File: src/rtl/dmem_store_buffer_if.sv
// Bus bundle between the memory stage, the store buffer and the data RAM port.
// Slave is the store buffer; master is the pipeline/RAM side that drives it.

`ifndef MEM_OP_BITS
`define MEM_OP_BITS 2
`endif
`ifndef MEM_OP_NOP
`define MEM_OP_NOP 2'd0
`endif
`ifndef MEM_OP_READ
`define MEM_OP_READ 2'd1
`endif
`ifndef MEM_OP_WRITE
`define MEM_OP_WRITE 2'd2
`endif
`ifndef ADDR_WIDTH
`define ADDR_WIDTH 16
`endif
`ifndef DATA_WIDTH
`define DATA_WIDTH 32
`endif

interface dmem_store_buffer_if;
  logic [`MEM_OP_BITS-1:0] req_op;
  logic [`ADDR_WIDTH-1:0]  req_address;
  logic [`DATA_WIDTH-1:0]  req_data;
  logic                    stall;
  logic [`DATA_WIDTH-1:0]  load_data;
  logic [`ADDR_WIDTH-1:0]  ram_address;
  logic [`DATA_WIDTH-1:0]  ram_write_data;
  logic [`MEM_OP_BITS-1:0] ram_mem_op;
  logic [`DATA_WIDTH-1:0]  ram_read_data;
  logic                    complete_in;
  logic                    complete_out;

  modport slave (
    input  req_op, req_address, req_data, ram_read_data, complete_in,
    output stall, load_data, ram_address, ram_write_data, ram_mem_op, complete_out
  );

  modport master (
    output req_op, req_address, req_data, ram_read_data, complete_in,
    input  stall, load_data, ram_address, ram_write_data, ram_mem_op, complete_out
  );
endinterface

File: src/rtl/dmem_store_buffer.sv
// Store buffer between the memory stage and the data RAM port. Stores are
// queued in a small FIFO and drained in cycles without a load; loads are
// served at zero latency with forwarding from the youngest buffered store.
// Completion is held back until every buffered store has reached the RAM.

`ifndef MEM_OP_BITS
`define MEM_OP_BITS 2
`endif
`ifndef MEM_OP_NOP
`define MEM_OP_NOP 2'd0
`endif
`ifndef MEM_OP_READ
`define MEM_OP_READ 2'd1
`endif
`ifndef MEM_OP_WRITE
`define MEM_OP_WRITE 2'd2
`endif
`ifndef ADDR_WIDTH
`define ADDR_WIDTH 16
`endif
`ifndef DATA_WIDTH
`define DATA_WIDTH 32
`endif

module dmem_store_buffer #(
  parameter int unsigned DEPTH    = 4,
  parameter int unsigned PTR_BITS = 2
) (
  input  logic                clk,
  input  logic                reset,
  dmem_store_buffer_if.slave  bus
);

  logic [`ADDR_WIDTH-1:0] addr_q [DEPTH];
  logic [`ADDR_WIDTH-1:0] addr_d [DEPTH];
  logic [`DATA_WIDTH-1:0] data_q [DEPTH];
  logic [`DATA_WIDTH-1:0] data_d [DEPTH];

  logic [PTR_BITS-1:0] head_q, head_d;
  logic [PTR_BITS-1:0] tail_q, tail_d;
  logic [PTR_BITS:0]   count_q, count_d;
  logic                complete_pending_q, complete_pending_d;
  logic                complete_out_q, complete_out_d;
  logic                complete_in_q, complete_in_d;

  logic                   is_load, is_store, full, push, drain;
  logic                   fwd_hit;
  logic [`DATA_WIDTH-1:0] fwd_data;

  // Request decode: a load owns the RAM port, so drains only happen otherwise.
  always_comb begin
    is_load  = (bus.req_op == `MEM_OP_READ);
    is_store = (bus.req_op == `MEM_OP_WRITE);
    full     = (count_q == (PTR_BITS+1)'(DEPTH));
    push     = is_store && !full;
    drain    = !is_load && (count_q != '0);
  end

  // Forwarding: walk oldest to youngest so the youngest matching entry wins.
  always_comb begin
    logic [PTR_BITS-1:0] idx;
    idx      = '0;
    fwd_hit  = 1'b0;
    fwd_data = '0;
    for (int unsigned i = 0; i < DEPTH; i++) begin
      idx = head_q + PTR_BITS'(i);
      if (((PTR_BITS+1)'(i) < count_q) && (addr_q[idx] == bus.req_address)) begin
        fwd_hit  = 1'b1;
        fwd_data = data_q[idx];
      end
    end
  end

  // RAM port and pipeline-facing outputs.
  always_comb begin
    bus.ram_mem_op     = `MEM_OP_NOP;
    bus.ram_address    = '0;
    bus.ram_write_data = '0;
    if (is_load) begin
      bus.ram_mem_op  = `MEM_OP_READ;
      bus.ram_address = bus.req_address;
    end else if (drain) begin
      bus.ram_mem_op     = `MEM_OP_WRITE;
      bus.ram_address    = addr_q[head_q];
      bus.ram_write_data = data_q[head_q];
    end
    bus.load_data    = fwd_hit ? fwd_data : bus.ram_read_data;
    bus.stall        = is_store && full;
    bus.complete_out = complete_out_q;
  end

  // Next-state for FIFO storage, pointers, occupancy and completion tracking.
  always_comb begin
    addr_d = addr_q;
    data_d = data_q;
    head_d = head_q;
    tail_d = tail_q;
    if (push) begin
      addr_d[tail_q] = bus.req_address;
      data_d[tail_q] = bus.req_data;
      tail_d         = tail_q + 1'b1;
    end
    if (drain) begin
      head_d = head_q + 1'b1;
    end
    case ({push, drain})
      2'b10:   count_d = count_q + 1'b1;
      2'b01:   count_d = count_q - 1'b1;
      default: count_d = count_q;
    endcase
    complete_in_d      = bus.complete_in;
    complete_pending_d = complete_pending_q | (bus.complete_in & ~complete_in_q);
    complete_out_d     = complete_out_q | (complete_pending_q && (count_q == '0));
  end

  // Control state: asynchronously cleared, which also discards buffered stores.
  always_ff @(posedge clk or posedge reset) begin
    if (reset) begin
      head_q             <= '0;
      tail_q             <= '0;
      count_q            <= '0;
      complete_pending_q <= 1'b0;
      complete_out_q     <= 1'b0;
      complete_in_q      <= 1'b0;
    end else begin
      head_q             <= head_d;
      tail_q             <= tail_d;
      count_q            <= count_d;
      complete_pending_q <= complete_pending_d;
      complete_out_q     <= complete_out_d;
      complete_in_q      <= complete_in_d;
    end
  end

  // Entry storage: contents are only meaningful while counted, so no reset.
  always_ff @(posedge clk) begin
    addr_q <= addr_d;
    data_q <= data_d;
  end

endmodule
File: src/flat_wrapper.sv
// flat-port wrapper written by rule: the top's interface ports become plain ports
module dmem_store_buffer_flat 
#(
  parameter int unsigned DEPTH    = 4,
  parameter int unsigned PTR_BITS = 2
)
  (clk, reset, bus_req_op, bus_req_address, bus_req_data, bus_ram_read_data, bus_complete_in, bus_stall, bus_load_data, bus_ram_address, bus_ram_write_data, bus_ram_mem_op, bus_complete_out);
  dmem_store_buffer_if bus_i ();
  input  logic clk;
  input  logic reset;
  input wire logic [$bits(bus_i.req_op)-1:0] bus_req_op;
  input wire logic [$bits(bus_i.req_address)-1:0] bus_req_address;
  input wire logic [$bits(bus_i.req_data)-1:0] bus_req_data;
  input wire logic [$bits(bus_i.ram_read_data)-1:0] bus_ram_read_data;
  input wire logic [$bits(bus_i.complete_in)-1:0] bus_complete_in;
  output wire logic [$bits(bus_i.stall)-1:0] bus_stall;
  output wire logic [$bits(bus_i.load_data)-1:0] bus_load_data;
  output wire logic [$bits(bus_i.ram_address)-1:0] bus_ram_address;
  output wire logic [$bits(bus_i.ram_write_data)-1:0] bus_ram_write_data;
  output wire logic [$bits(bus_i.ram_mem_op)-1:0] bus_ram_mem_op;
  output wire logic [$bits(bus_i.complete_out)-1:0] bus_complete_out;
  assign bus_i.req_op = bus_req_op;
  assign bus_i.req_address = bus_req_address;
  assign bus_i.req_data = bus_req_data;
  assign bus_i.ram_read_data = bus_ram_read_data;
  assign bus_i.complete_in = bus_complete_in;
  assign bus_stall = bus_i.stall;
  assign bus_load_data = bus_i.load_data;
  assign bus_ram_address = bus_i.ram_address;
  assign bus_ram_write_data = bus_i.ram_write_data;
  assign bus_ram_mem_op = bus_i.ram_mem_op;
  assign bus_complete_out = bus_i.complete_out;
  dmem_store_buffer #(.DEPTH(DEPTH), .PTR_BITS(PTR_BITS)) u_core (.clk(clk), .reset(reset), .bus(bus_i));
endmodule
File: config.mk
export PLATFORM = sky130hd
export DESIGN_NAME = dmem_store_buffer_flat
export DESIGN_NICKNAME = d
export VERILOG_FILES = /design/src/rtl/dmem_store_buffer_if.sv /design/src/rtl/dmem_store_buffer.sv /design/src/flat_wrapper.sv
export SDC_FILE = /design/constraint.sdc
export NUM_CORES = 1
export LEC_CHECK = 0
export BUFFER_PORTS_ARGS = -buffer_cell sky130_fd_sc_hd__buf_2
export CORE_MARGIN = 2
export CORE_UTILIZATION = 62
export CTS_BUF_LIST = sky130_fd_sc_hd__clkbuf_8 sky130_fd_sc_hd__clkbuf_16
export DETAILED_ROUTE_END_ITERATION = 12
export PLACE_DENSITY = 0.85
export SKIP_LAST_GASP = 1
export SLEW_MARGIN = 20
export SYNTH_ARGS = -nofsm -noshare
export SYNTH_HDL_FRONTEND = slang
export SYNTH_SLANG_ARGS = --single-unit
File: constraint.sdc
create_clock -name clk -period 7.1 [get_ports clk]
set_clock_uncertainty 0.15 [all_clocks]
set_input_delay 0.71 -clock clk [delete_from_list [all_inputs] [get_ports clk]]
set_output_delay 0.71 -clock clk [all_outputs]
set_load 0.03 [all_outputs]
==> results.json <==
{
  "synth_area_per_cell_um2": 11.3,
  "grt_pass1_vias": 10100,
  "clkTransAtPathRegs_ps": 60,
  "nets": 1361,
  "final_max_slew_viol_count": 0,
  "synthFlopType": "edfxtp_1",
  "grt_pass1_wl_um": 54100,
  "netlist.area_leader.share_pct": 43.4,
  "worstHoldPathType": "primary input to asynchronous set/reset pin",
  "crit_fanout": 67,
  "die_area_um2": 22600,
  "ys_types": 51,
  "cp_common_cell": "or4_1",
  "crit_slowest_cell": "dfrtp_4",
  "post-dp-hpwl_um": 23000,
  "antenna_found_initial": 3,
  "syn_to_final_growth_pct": 12.3,
  "synth_area_um2": 13300,
  "cts-root-buf": "clkbuf_16",
  "slowest_delay_ps": 980,
  "async_reset_ff_share_pct": 4.95,
  "maxCapViolCount": 0,
  "ys_seq_area_share_pct": 45.3,
  "wire_per_inst_um": 22.9,
  "postCtsResizedCells": 0,
  "drive_above_1_share_pct": 25.0,
  "drtIter0Drc": 1343,
  "nFillCells": 1394,
  "clk_latency_ps": 510,
  "cts_max_path_buffers": 3,
  "crit_chain": "mux4_2 -> xor2_1 -> or4_1 -> or4_1 -> or4_4 -> nand3_1 -> and2_1 -> buf_4 -> a31oi_1 -> buf_2",
  "viasPerCell": 6.93,
  "status": "finished, final reports clean",
  "dr.pass1.iters": 8,
  "cp.required_ps": 6240,
  "grt_usage_pct": 30.9,
  "fin_setup_tns_ps": 0,
  "clock-sinks": 202,
  "grt-ovfl-total": 0,
  "synth.area.top_cells": "edfxtp_1 43%, mux2i_1 11%, mux4_2 8.1%",
  "std_cell_rows": 53,
  "io_pins": 169,
  "routed_wl_um": 35800,
  "cts_tree": "built",
  "die_x_um": 150,
  "hold_buffers": 0,
  "slew_headroom_pct": 28.0,
  "tightest_slew_ps": 1080,
  "fp.dieH_um": 150,
  "fmax_ghz": 0.153,
  "ant_nets": 0,
  "cts_setup_buffers": 0,
  "ys_ff_latch": 202,
  "fin_crit_ps": 6530,
  "synth_cells": 1172,
  "setup.worst_path.class": "flop to output port",
  "io_buffers": 168,
  "r2r-start": "u_core.count_q[0]$_DFFE_PP0P_",
  "grt_start_max_net_pins": 94,
  "gp_congestion": 0.860,
  "vias": 10800,
  "numCtsBuffers": 23,
  "fin_util_pct": 71.0,
  "multi_input_area_um2": 6720,
  "endpoint_kind": "output port",
  "synth-edff-count": 192,
  "rsz0062_at_grt": "no",
  "startpoint": "u_core.head_q[0]$_DFFE_PP0P_",
  "yosys_warnings": 0,
  "start_util_pct": 63.2,
  "seq_area_um2": 6020,
  "start_kind": "flop",
  "synth_area_leader_cell": "edfxtp_1",
  "worstPathArrival_ps": 5670,
  "htree_levels": 1,
  "p_leak_nw": 5.57,
  "core_area_um2": 21000,
  "synth_commonest_cells": "192 x edfxtp_1, 148 x mux2i_1, 115 x nand2_1, 66 x clkbuf_1, 60 x xnor2_1",
  "crit_family": "simple AND/OR/NAND/NOR gates",
  "syn_nets": 1266,
  "fin_crit_sh_pct": 92.0,
  "irDropWorstVdd_uv": 264,
  "finalHoldViolations": 0,
  "power_density_nw_per_um2": 401,
  "synth_most_common_cell": "edfxtp_1",
  "setup_violations": 0,
  "drc_errors": 0,
  "crit_buf_inv": 2
}
==> kinds of logic after synthesis <==
logic type,count (synthesis),share of synthesized area [%]
XOR/XNOR,72,4.75
buffers and inverters,132,4.29
multiplexers,226,21.8
AND/OR/NAND/NOR,301,10.9
adder cells (fa/ha/maj),9,0.847
flip-flops,202,45.3
AO/OA/AOI/OAI,230,12.1
==> report_power, final <==
group	internal, mW	switching [mW]	total (mW)
combinational	1.27	1.89	3.16
sequential	1.46	0.182	1.64
clock	0.709	0.477	1.19
==> layout make-up <==
| type | instances | area share [%] |
|---|---|---|
| multi-input combinational | 838 | 45.0 |
| timing repair buffer | 191 | 6.79 |
| clock inverter | 16 | 0.931 |
| clock buffer | 26 | 4.21 |
| inverter | 11 | 0.294 |
| tap | 275 | 2.31 |
| antenna | 3 | 0.0503 |
| sequential | 202 | 40.4 |
==> registers in the layout, summed over array words and instances, names as in the netlist <==
signal and cells:
u_core.data_q 128, u_core.bus.complete_out 1, u_core.head_q 2, u_core.complete_in_q 1, u_core.tail_q 2, u_core.complete_pending_q 1, u_core.count_q 3, u_core.addr_q 64
==> metal layers <==
layer | up-vias | GRT usage, % | share of wire, %
met3 | 117 | 5.15 | 10
li1 | 4770 | - | -
met1 | 5251 | 41.7 | 38
met5 | - | 0 | 0
met2 | 682 | 48.9 | 47
met4 | 0 | 15.2 | 4.6
==> cells in the final DEF, fill, tap and decap left out, drive strengths merged, types with 36 or more instances in the layout <==
cell / n
edfxtp: 192
buf: 191
mux2i: 148
nand2: 115
xnor2: 60
mux4: 48
nor3: 44
a31oi: 36
==> worst paths after layout <==
path	endpoint	slack (ps)	cells after the start
setup / recovery	bus_load_data[30]	570	10
hold / removal	u_core.count_q[0]$_DFFE_PP0P_	30	2
setup reg to reg	u_core.count_q[2]$_DFFE_PP0P_	3620	10
hold reg to reg	u_core.complete_pending_q$_DFF_PP0_	310	1
max in group asynchronous	u_core.head_q[0]$_DFFE_PP0P_	6440	2
min in group clk	u_core.complete_in_q$_DFF_PP0_	170	1
==> through the flow <==
| step | area (um2) | total power [mW] | cells | hold WS [ps] | worst slack, ps |
|---|---|---|---|---|---|
| 3_5_place_dp | 14100 | 4.75 | 1517 | 296 | 1180 |
| 4_1_cts | 14900 | 5.95 | 1559 | 41.0 | 643 |
| 2_1_floorplan | 13300 | 4.06 | 1172 | 278 | 2450 |
| 5_1_grt | 14900 | 6.26 | 1561 | 72.6 | 346 |
| 3_3_place_gp | 14100 | 4.67 | 1517 | 285 | 1310 |
| 6_report | 14900 | 5.99 | 1562 | 27.4 | 568 |
(Power assumes the default switching activity.)
